==> config.mk <==
export PLATFORM = sky130hd
export DESIGN_NAME = uart_rx_link_manager
export DESIGN_NICKNAME = d
export VERILOG_FILES = /design/src/rtl/uart_rx_pkg.sv /design/src/rtl/uart_rx_byte_fifo.sv /design/src/rtl/uart_rx_link_manager.sv
export SDC_FILE = /design/constraint.sdc
export NUM_CORES = 1
export LEC_CHECK = 0
export ABC_AREA = 1
export ABC_CLOCK_PERIOD_IN_PS = 2460
export CORE_ASPECT_RATIO = 0.8
export CORE_MARGIN = 1
export CORE_UTILIZATION = 55
export DETAILED_ROUTE_END_ITERATION = 7
export GPL_TIMING_DRIVEN = 1
export HOLD_SLACK_MARGIN = 0.05
export PLACE_DENSITY_LB_ADDON = 0.08
export RECOVER_POWER = 100
export SLEW_MARGIN = 20
export SYNTH_ARGS = -nofsm -noshare
export SYNTH_HDL_FRONTEND = slang
export SYNTH_SLANG_ARGS = --single-unit
==> constraint.sdc <==
create_clock -name clk_i -period 2.46 [get_ports clk_i]
set_clock_uncertainty 0.15 [all_clocks]
set_input_delay 0.492 -clock clk_i [delete_from_list [all_inputs] [get_ports clk_i]]
set_output_delay 0.492 -clock clk_i [all_outputs]
set_load 0.01 [all_outputs]
==> src/rtl/uart_rx_pkg.sv <==
// Shared types and baud-code helpers for the UART receive link manager.
// Optional statistics counters in the top level are built only when UART_RX_LINK_STATS_EN is defined.
package uart_rx_pkg;

    typedef enum logic [2:0] {
        ST_RESET  = 3'd0,
        ST_SETTLE = 3'd1,
        ST_HUNT   = 3'd2,
        ST_LOCKED = 3'd3,
        ST_STEP   = 3'd4
    } link_state_e;

    localparam logic [2:0] BC_9600   = 3'b000;
    localparam logic [2:0] BC_19200  = 3'b001;
    localparam logic [2:0] BC_38400  = 3'b010;
    localparam logic [2:0] BC_57600  = 3'b011;
    localparam logic [2:0] BC_115200 = 3'b100;
    localparam logic [2:0] BC_MAX    = 3'b100;

    // Codes above the fastest rate have no meaning and fall back to the slowest rate.
    function automatic logic [2:0] sanitize_bc(input logic [2:0] code);
        return (code > BC_MAX) ? BC_9600 : code;
    endfunction

    function automatic logic [2:0] next_bc(input logic [2:0] code);
        return (code >= BC_MAX) ? BC_9600 : code + 3'd1;
    endfunction

endpackage

==> src/rtl/uart_rx_byte_fifo.sv <==
// Synchronous byte FIFO with flush; a push into a full FIFO is dropped and flagged
// by a registered one-cycle overflow pulse, unless a pop frees a slot in the same cycle.
module uart_rx_byte_fifo
    import uart_rx_pkg::*;
#(
    parameter int DEPTH = 8,
    parameter int WIDTH = 8
) (
    input  logic             clk_i,
    input  logic             rst_ni,
    input  logic             push_i,
    input  logic [WIDTH-1:0] data_i,
    input  logic             pop_i,
    input  logic             flush_i,
    output logic [WIDTH-1:0] data_o,
    output logic             empty_o,
    output logic             overflow_o
);

    localparam int AW = $clog2(DEPTH);
    localparam logic [AW:0] FULL_CNT = (AW + 1)'(DEPTH);

    logic [WIDTH-1:0] mem_q [DEPTH];
    logic [AW-1:0]    wr_ptr_q, rd_ptr_q;
    logic [AW:0]      count_q;
    logic             overflow_q;
    logic             full, empty, do_push, do_pop, drop;

    assign full    = (count_q == FULL_CNT);
    assign empty   = (count_q == '0);
    assign do_pop  = pop_i && !empty && !flush_i;
    assign do_push = push_i && (!full || do_pop) && !flush_i;
    assign drop    = push_i && full && !do_pop && !flush_i;

    always_ff @(posedge clk_i or negedge rst_ni) begin
        if (!rst_ni) begin
            wr_ptr_q   <= '0;
            rd_ptr_q   <= '0;
            count_q    <= '0;
            overflow_q <= 1'b0;
        end else if (flush_i) begin
            wr_ptr_q   <= '0;
            rd_ptr_q   <= '0;
            count_q    <= '0;
            overflow_q <= 1'b0;
        end else begin
            overflow_q <= drop;
            if (do_push) begin
                wr_ptr_q <= wr_ptr_q + AW'(1);
            end
            if (do_pop) begin
                rd_ptr_q <= rd_ptr_q + AW'(1);
            end
            if (do_push && !do_pop) begin
                count_q <= count_q + (AW + 1)'(1);
            end else if (do_pop && !do_push) begin
                count_q <= count_q - (AW + 1)'(1);
            end
        end
    end

    // Storage carries no reset; occupancy is tracked entirely by the pointers and count.
    always_ff @(posedge clk_i) begin
        if (do_push) begin
            mem_q[wr_ptr_q] <= data_i;
        end
    end

    assign data_o     = mem_q[rd_ptr_q];
    assign empty_o    = empty;
    assign overflow_o = overflow_q;

endmodule

==> src/rtl/uart_rx_link_manager.sv <==
// UART receive link supervisor: baud hunting, receiver reset sequencing and output byte buffering.
// Define UART_RX_LINK_STATS_EN to build the saturating parity-error and drop counters.
module uart_rx_link_manager
    import uart_rx_pkg::*;
#(
    parameter logic [2:0] START_BC   = 3'b000,
    parameter int         ERR_LIMIT  = 4,
    parameter int         GOOD_LOCK  = 4,
    parameter int         RST_CYC    = 16,
    parameter int         SETTLE_CYC = 64,
    parameter int         FIFO_DEPTH = 8
) (
    input  logic        clk_i,
    input  logic        rst_ni,
    input  logic        rx_valid_i,
    input  logic [7:0]  rx_data_i,
    input  logic        rx_par_err_i,
    input  logic        cfg_force_i,
    input  logic [2:0]  cfg_bc_i,
    output logic [2:0]  bc_o,
    output logic        link_rst_o,
    output logic        locked_o,
    output logic [7:0]  out_data_o,
    output logic        out_valid_o,
    input  logic        out_ready_i,
    output logic        overflow_o,
    output logic [15:0] err_cnt_o,
    output logic [15:0] drop_cnt_o
);

    localparam int TMR_MAX = (RST_CYC > SETTLE_CYC) ? RST_CYC : SETTLE_CYC;
    localparam int TMR_W   = $clog2(TMR_MAX + 1);
    localparam logic [TMR_W-1:0] RST_LAST    = TMR_W'(RST_CYC - 1);
    localparam logic [TMR_W-1:0] SETTLE_LAST = TMR_W'(SETTLE_CYC - 1);
    localparam logic [3:0]       ERR_LIM     = 4'(ERR_LIMIT);
    localparam logic [3:0]       GOOD_LIM    = 4'(GOOD_LOCK);

    link_state_e      state_q, state_d;
    logic [TMR_W-1:0] tmr_q, tmr_d;
    logic [3:0]       good_run_q, good_run_d;
    logic [3:0]       err_run_q, err_run_d;
    logic [2:0]       bc_q, bc_d;
    logic             force_q;
    logic [2:0]       cfg_bc_q;
    logic [3:0]       err_next, good_next;
    logic             force_trig;
    logic             push, flush;
    logic             fifo_empty;
    logic             overflow;

    // A rising force, or any new forced code, must retune the receiver.
    assign force_trig = cfg_force_i && (!force_q || (cfg_bc_i != cfg_bc_q));
    assign err_next   = (err_run_q == ERR_LIM) ? err_run_q : err_run_q + 4'd1;
    assign good_next  = good_run_q + 4'd1;

    always_ff @(posedge clk_i or negedge rst_ni) begin
        if (!rst_ni) begin
            state_q    <= ST_RESET;
            tmr_q      <= '0;
            good_run_q <= '0;
            err_run_q  <= '0;
            bc_q       <= START_BC;
            force_q    <= 1'b0;
            cfg_bc_q   <= 3'b000;
        end else begin
            state_q    <= state_d;
            tmr_q      <= tmr_d;
            good_run_q <= good_run_d;
            err_run_q  <= err_run_d;
            bc_q       <= bc_d;
            force_q    <= cfg_force_i;
            cfg_bc_q   <= cfg_bc_i;
        end
    end

    always_comb begin
        state_d    = state_q;
        tmr_d      = tmr_q;
        good_run_d = good_run_q;
        err_run_d  = err_run_q;
        bc_d       = bc_q;
        push       = 1'b0;
        flush      = 1'b0;

        unique case (state_q)
            ST_RESET: begin
                if (tmr_q == RST_LAST) begin
                    state_d = ST_SETTLE;
                    tmr_d   = '0;
                end else begin
                    tmr_d = tmr_q + TMR_W'(1);
                end
            end
            ST_SETTLE: begin
                if (tmr_q == SETTLE_LAST) begin
                    state_d    = ST_HUNT;
                    tmr_d      = '0;
                    good_run_d = '0;
                    err_run_d  = '0;
                end else begin
                    tmr_d = tmr_q + TMR_W'(1);
                end
            end
            ST_HUNT: begin
                if (rx_valid_i && rx_par_err_i) begin
                    err_run_d  = err_next;
                    good_run_d = '0;
                    if (err_next == ERR_LIM && !cfg_force_i) begin
                        state_d = ST_STEP;
                    end
                end else if (rx_valid_i) begin
                    good_run_d = good_next;
                    if (good_next == GOOD_LIM) begin
                        state_d    = ST_LOCKED;
                        good_run_d = '0;
                        err_run_d  = '0;
                    end
                end
            end
            ST_LOCKED: begin
                if (rx_valid_i && rx_par_err_i) begin
                    err_run_d = err_next;
                    if (err_next == ERR_LIM && !cfg_force_i) begin
                        state_d = ST_STEP;
                    end
                end else if (rx_valid_i) begin
                    push      = 1'b1;
                    err_run_d = '0;
                end
            end
            ST_STEP: begin
                bc_d       = cfg_force_i ? sanitize_bc(cfg_bc_i) : next_bc(bc_q);
                flush      = 1'b1;
                state_d    = ST_RESET;
                tmr_d      = '0;
                good_run_d = '0;
                err_run_d  = '0;
            end
            default: begin
                state_d = ST_RESET;
                tmr_d   = '0;
            end
        endcase

        // A pending retune wins over any byte arriving in the same cycle.
        if (force_trig && state_q != ST_STEP) begin
            state_d = ST_STEP;
            push    = 1'b0;
        end
    end

    uart_rx_byte_fifo #(
        .DEPTH (FIFO_DEPTH),
        .WIDTH (8)
    ) u_fifo (
        .clk_i      (clk_i),
        .rst_ni     (rst_ni),
        .push_i     (push),
        .data_i     (rx_data_i),
        .pop_i      (out_ready_i),
        .flush_i    (flush),
        .data_o     (out_data_o),
        .empty_o    (fifo_empty),
        .overflow_o (overflow)
    );

    assign bc_o        = bc_q;
    assign link_rst_o  = (state_q == ST_RESET);
    assign locked_o    = (state_q == ST_LOCKED);
    assign out_valid_o = !fifo_empty;
    assign overflow_o  = overflow;

`ifdef UART_RX_LINK_STATS_EN
    logic [15:0] err_cnt_q, drop_cnt_q;
    logic        err_evt;

    // Only bytes the link actually inspects contribute to the error total.
    assign err_evt = rx_valid_i && rx_par_err_i && (state_q == ST_HUNT || state_q == ST_LOCKED);

    always_ff @(posedge clk_i or negedge rst_ni) begin
        if (!rst_ni) begin
            err_cnt_q  <= '0;
            drop_cnt_q <= '0;
        end else begin
            if (err_evt && err_cnt_q != 16'hFFFF) begin
                err_cnt_q <= err_cnt_q + 16'd1;
            end
            if (overflow && drop_cnt_q != 16'hFFFF) begin
                drop_cnt_q <= drop_cnt_q + 16'd1;
            end
        end
    end

    assign err_cnt_o  = err_cnt_q;
    assign drop_cnt_o = drop_cnt_q;
`else
    assign err_cnt_o  = 16'h0000;
    assign drop_cnt_o = 16'h0000;
`endif

endmodule

==> summary.txt <==
Critical path
  • Critical Path AT: 1.76 ns
  • RR Startpoint: u_fifo.count_q[1]
  • Reg2Reg Depth: 14
  • Worst path slowest cell: dfrtp_2
  • Reg-to-reg slack, setup: around 0.18 ns
  • WP buf/inv: 3
  • Critical Path Max Stage Delay: 0.45 ns
  • CP Max Fanout: 16
  • CP cell instances: inv_2 -> buf_12 -> nor2_1 -> o22ai_1 -> nor2_1 -> a31oi_1 -> dlygate4sd2_1
  • Setup crit end kind: primary output
  • Worst Setup Path Type: flip-flop to primary output
  • Critical Path Source Type: flip-flop
  • CP delay by family, top: buffers and inverters
  • WP data required: ~1.8 ns
  • Crit path top cell by count: nor2_1
  • FF-to-FF End: u_fifo.count_q[3]

Logic synthesis
  • Mapped Cells: around 490
  • Syn avg cell area: 9.98 um^2
  • Synth Warn #: 0
  • Main synth FF type: edfxtp_1
  • Cell variety after synth: 40
  • Number of synthesized flops with an enable pin: 64
  • Syn Std Cell Area: 4920 um^2
  • Seq/Total Area, Yosys: 57.3%
  • Post-synth ARST share: 36.0%
  • Seq cells post-synth: 100

Pwr
  • Reg power frac: 38.3%
  • Logic pwr share: 43.6%
  • Leak: 2.47 nW
  • Sw Share: 37.4%
  • Power density over the cells: 932 nW/um^2
  • Tot Pwr: 5.44 mW
  • Maximum VDD drop: between 0.0005 and 0.0006 V
  • Clk pwr share: a little under a fifth
  • Internal power: between 3 and 4 mW
  • NetSw: 2.04 mW

Final layout
  • Fin cells: around 700
  • Sequential cell area: approximately 2800 um^2
  • Synth-to-layout area growth: 18.6%
  • Final nets: 611
  • Antenna diode count: 0
  • Share of cells above drive strength 1: approximately a fifth
  • Filler Cell Count: 694
  • Area of the multi-input gates: roughly 1800 um^2

Placed design
  • GP Congestion: between 0.8 and 0.9
  • Placed cells: 676
  • DP Wirelength: 7230 um
  • Buffers on Ports: 31

Global route
  • Number of global-route vias before repair: 3417
  • Pin count of the biggest net entering global routing: 18
  • Initial antenna violation count: 0
  • First-pass GRT wire length: 16200 um
  • Grt ovf: 0
  • Tot GR Track Use: 23.2%

CTS
  • Clock Sinks: 100
  • Clock root cell: clkbuf_8
  • TritonCTS clock tree: done
  • Clk buf depth: 2
  • Cts bufs inserted: 9
  • CTS clk-pin slew, worst paths: 0.09 ns
  • Insertion delay of the later-clocked pin in the worst-skew pair: 0.36 ns
  • H-tree levels: 3

Timing
  • FMAX: 416 MHz
  • Slew Limit Headroom: 34.7%
  • Tcrit/Tclk final: 97.8%
  • Final hold slack: 0.277 ns
  • Final Max Slew Viols: 0
  • Slew @ Worst Pin: 0.979 ns
  • RSZ-0062 raised after global routing: true
  • Final Setup Violations: 0
  • Final min period: 2.41 ns
  • Endpoints failing hold: 0

Floorplan
  • Core Region: 8600 um^2
  • Row cnt: 30
  • Starting density of the core: a little under three fifths
  • Die X: 108 um
  • Die height: 86.6 um
  • Die area: 9330 um^2
  • # IOs: 64

Outcome
  • Status: finished clean

Drt
  • Final antenna-violating net count: 0
  • DR iter-0 viols: 161
  • Total number of vias: 3612
  • DRT Pass-1 Iters: 4
  • DRC: 0
  • Via-to-Cell Ratio: between 5 and 6
  • Avg WL per Cell: 14.2 um
  • Final WL: 9950 um

Hold path
  • Hold Path Depth: 2
  • Hold Startpoint: cfg_bc_i[1]
  • Hold endpoint: cfg_bc_q[1]
  • Worst hold path class: input pin to flip-flop

Job
  • Max Cap Viol: 0
[metrics by stage]
stage / util, % / setup TNS, ns / setup WS, ns / cell area (um^2)
after floorplan: - / 0 / 0.137 / 5040
after detailed placement: 65.1 / -14.22 / -0.392 / 5600
after global placement: 65.1 / -11.75 / -0.287 / 5600
after global routing: 67.9 / -0.246 / -0.0572 / 5840
after CTS: 67.7 / -0.0164 / -0.0164 / 5820
final: 67.9 / 0 / 0.0544 / 5840
[metal layers]
metal  GRT usage (%)  vias to the layer above  part of all wire [%]
li1                -                     1786                     -
met1            31.4                     1703                    48
met2            37.0                      102                    45
met3            5.04                       21                   5.2
met4            8.72                        0                   2.0
met5               0                        -                     0
[area by class of cell]
type                            instances  area share, %
Multi-Input combinational cell        336           30.7
Timing Repair Buffer                   90           12.4
Tap cell                              112           2.40
Inverter                               45           2.98
Clock inverter                          5          0.922
Sequential cell                       100           48.4
Clock buffer                           10           2.19
[cell usage after synthesis, types with 2 or more instances]
cell type,n,area (um^2)
nor2_1,78,293
edfxtp_1,64,1920
nand2_1,64,240
o21ai_0,49,245
inv_1,37,139
dfrtp_1,36,901
buf_4,32,240
nand3_1,17,85.1
a31oi_1,13,81.3
ha_1,11,138
nor3_1,11,55.1
a21oi_1,10,50.1
clkbuf_1,9,33.8
o22ai_1,8,50.1
inv_2,5,18.8
nor2_2,5,31.3
nand2_4,4,45.0
nand4_1,4,25.0
xor2_1,4,35.0
nand2_2,3,18.8
o21ai_2,3,26.3
xnor2_1,3,26.3
a22oi_1,2,15.0
inv_4,2,12.5
nand4_2,2,25.0
nor2_4,2,22.5
o21a_1,2,15.0
[kinds of logic (layout without fill, tap and decap cells)]
group	count (synthesis)	count (layout)	synth area share, %
AOI/OAI and AO/OA	91	91	10.5
xor gates and xnor gates	7	7	1.25
adders and majority gates	12	12	3.20
buffers and inverters	88	150	9.43
DFF	100	100	57.3
other	1	32	0.0762
and+or+nand+nor	194	194	18.2
[worst max-delay path by stage]
| stage | startpoint | endpoint | slack, ns | cells after the start |
|---|---|---|---|---|
| CTS | u_fifo.rd_ptr_q[0] | out_data_o[1] | -0.02 | 7 |
| finish | u_fifo.rd_ptr_q[0] | out_data_o[6] | 0.05 | 7 |
| global placement | cfg_bc_i[1] | u_fifo.count_q[3] | -0.29 | 17 |
| detailed placement | cfg_bc_i[1] | u_fifo.count_q[3] | -0.39 | 17 |
| floorplan | cfg_bc_i[2] | u_fifo.mem_q[0][0] | 0.14 | 10 |
| global route | u_fifo.rd_ptr_q[0] | out_data_o[6] | -0.06 | 7 |
[cells in the final DEF (no fill, tap or decap), types with 3 or more instances in the layout]
| cell type | count |
|---|---|
| clkdlybuf4s50_1 | 10 |
| dlygate4sd3_1 | 10 |
| edfxtp_1 | 64 |
| ha_1 | 10 |
| buf_4 | 50 |
| dfrtp_2 | 3 |
| nand4_1 | 4 |
| conb_1 | 32 |
| a31oi_1 | 12 |
| o21ai_2 | 3 |
| nor2_1 | 75 |
| inv_1 | 35 |
| inv_2 | 7 |
| xnor2_1 | 3 |
| nand2_4 | 4 |
| clkbuf_8 | 9 |
| dfrtp_1 | 33 |
| clkbuf_2 | 7 |
| xor2_1 | 4 |
| nand2_1 | 63 |
| nor3_1 | 11 |
| clkbuf_1 | 6 |
| nor2_2 | 8 |
| o22ai_1 | 8 |
| nand3_1 | 17 |
| nand2_2 | 4 |
| a21oi_1 | 9 |
| clkinv_1 | 3 |
| o21ai_0 | 49 |
[power by group through the flow]
stage	sequential, mW	combinational (mW)	clock [mW]
final	2.08	2.37	0.987
after global routing	2.10	2.67	1.07
after detailed placement	2.09	2.35	0
after CTS	2.06	2.35	1.01
after floorplan	2.09	1.45	0
after global placement	2.09	2.31	0
[flip-flops by register name, summed over array words and instances, names as in the netlist]
register,cells
u_fifo.mem_q,64
u_fifo.rd_ptr_q,3
state_q,3
u_fifo.count_q,4
err_run_q,4
u_fifo.overflow_o,1
good_run_q,4
tmr_q,7
bc_o,3
u_fifo.wr_ptr_q,3
force_q,1
cfg_bc_q,3
[repair_timing]
item / in CTS / in global routing
endpoints found under the hold margin: 6 / 0
hold buffers: 1 / 0
gates resized for setup: 16 / 26
setup buffers: 4 / 1
endpoints found under the setup margin: 8 / 68
gates cloned: 0 / 1
pin swaps: 0 / 3
(Power assumes the default switching activity.)
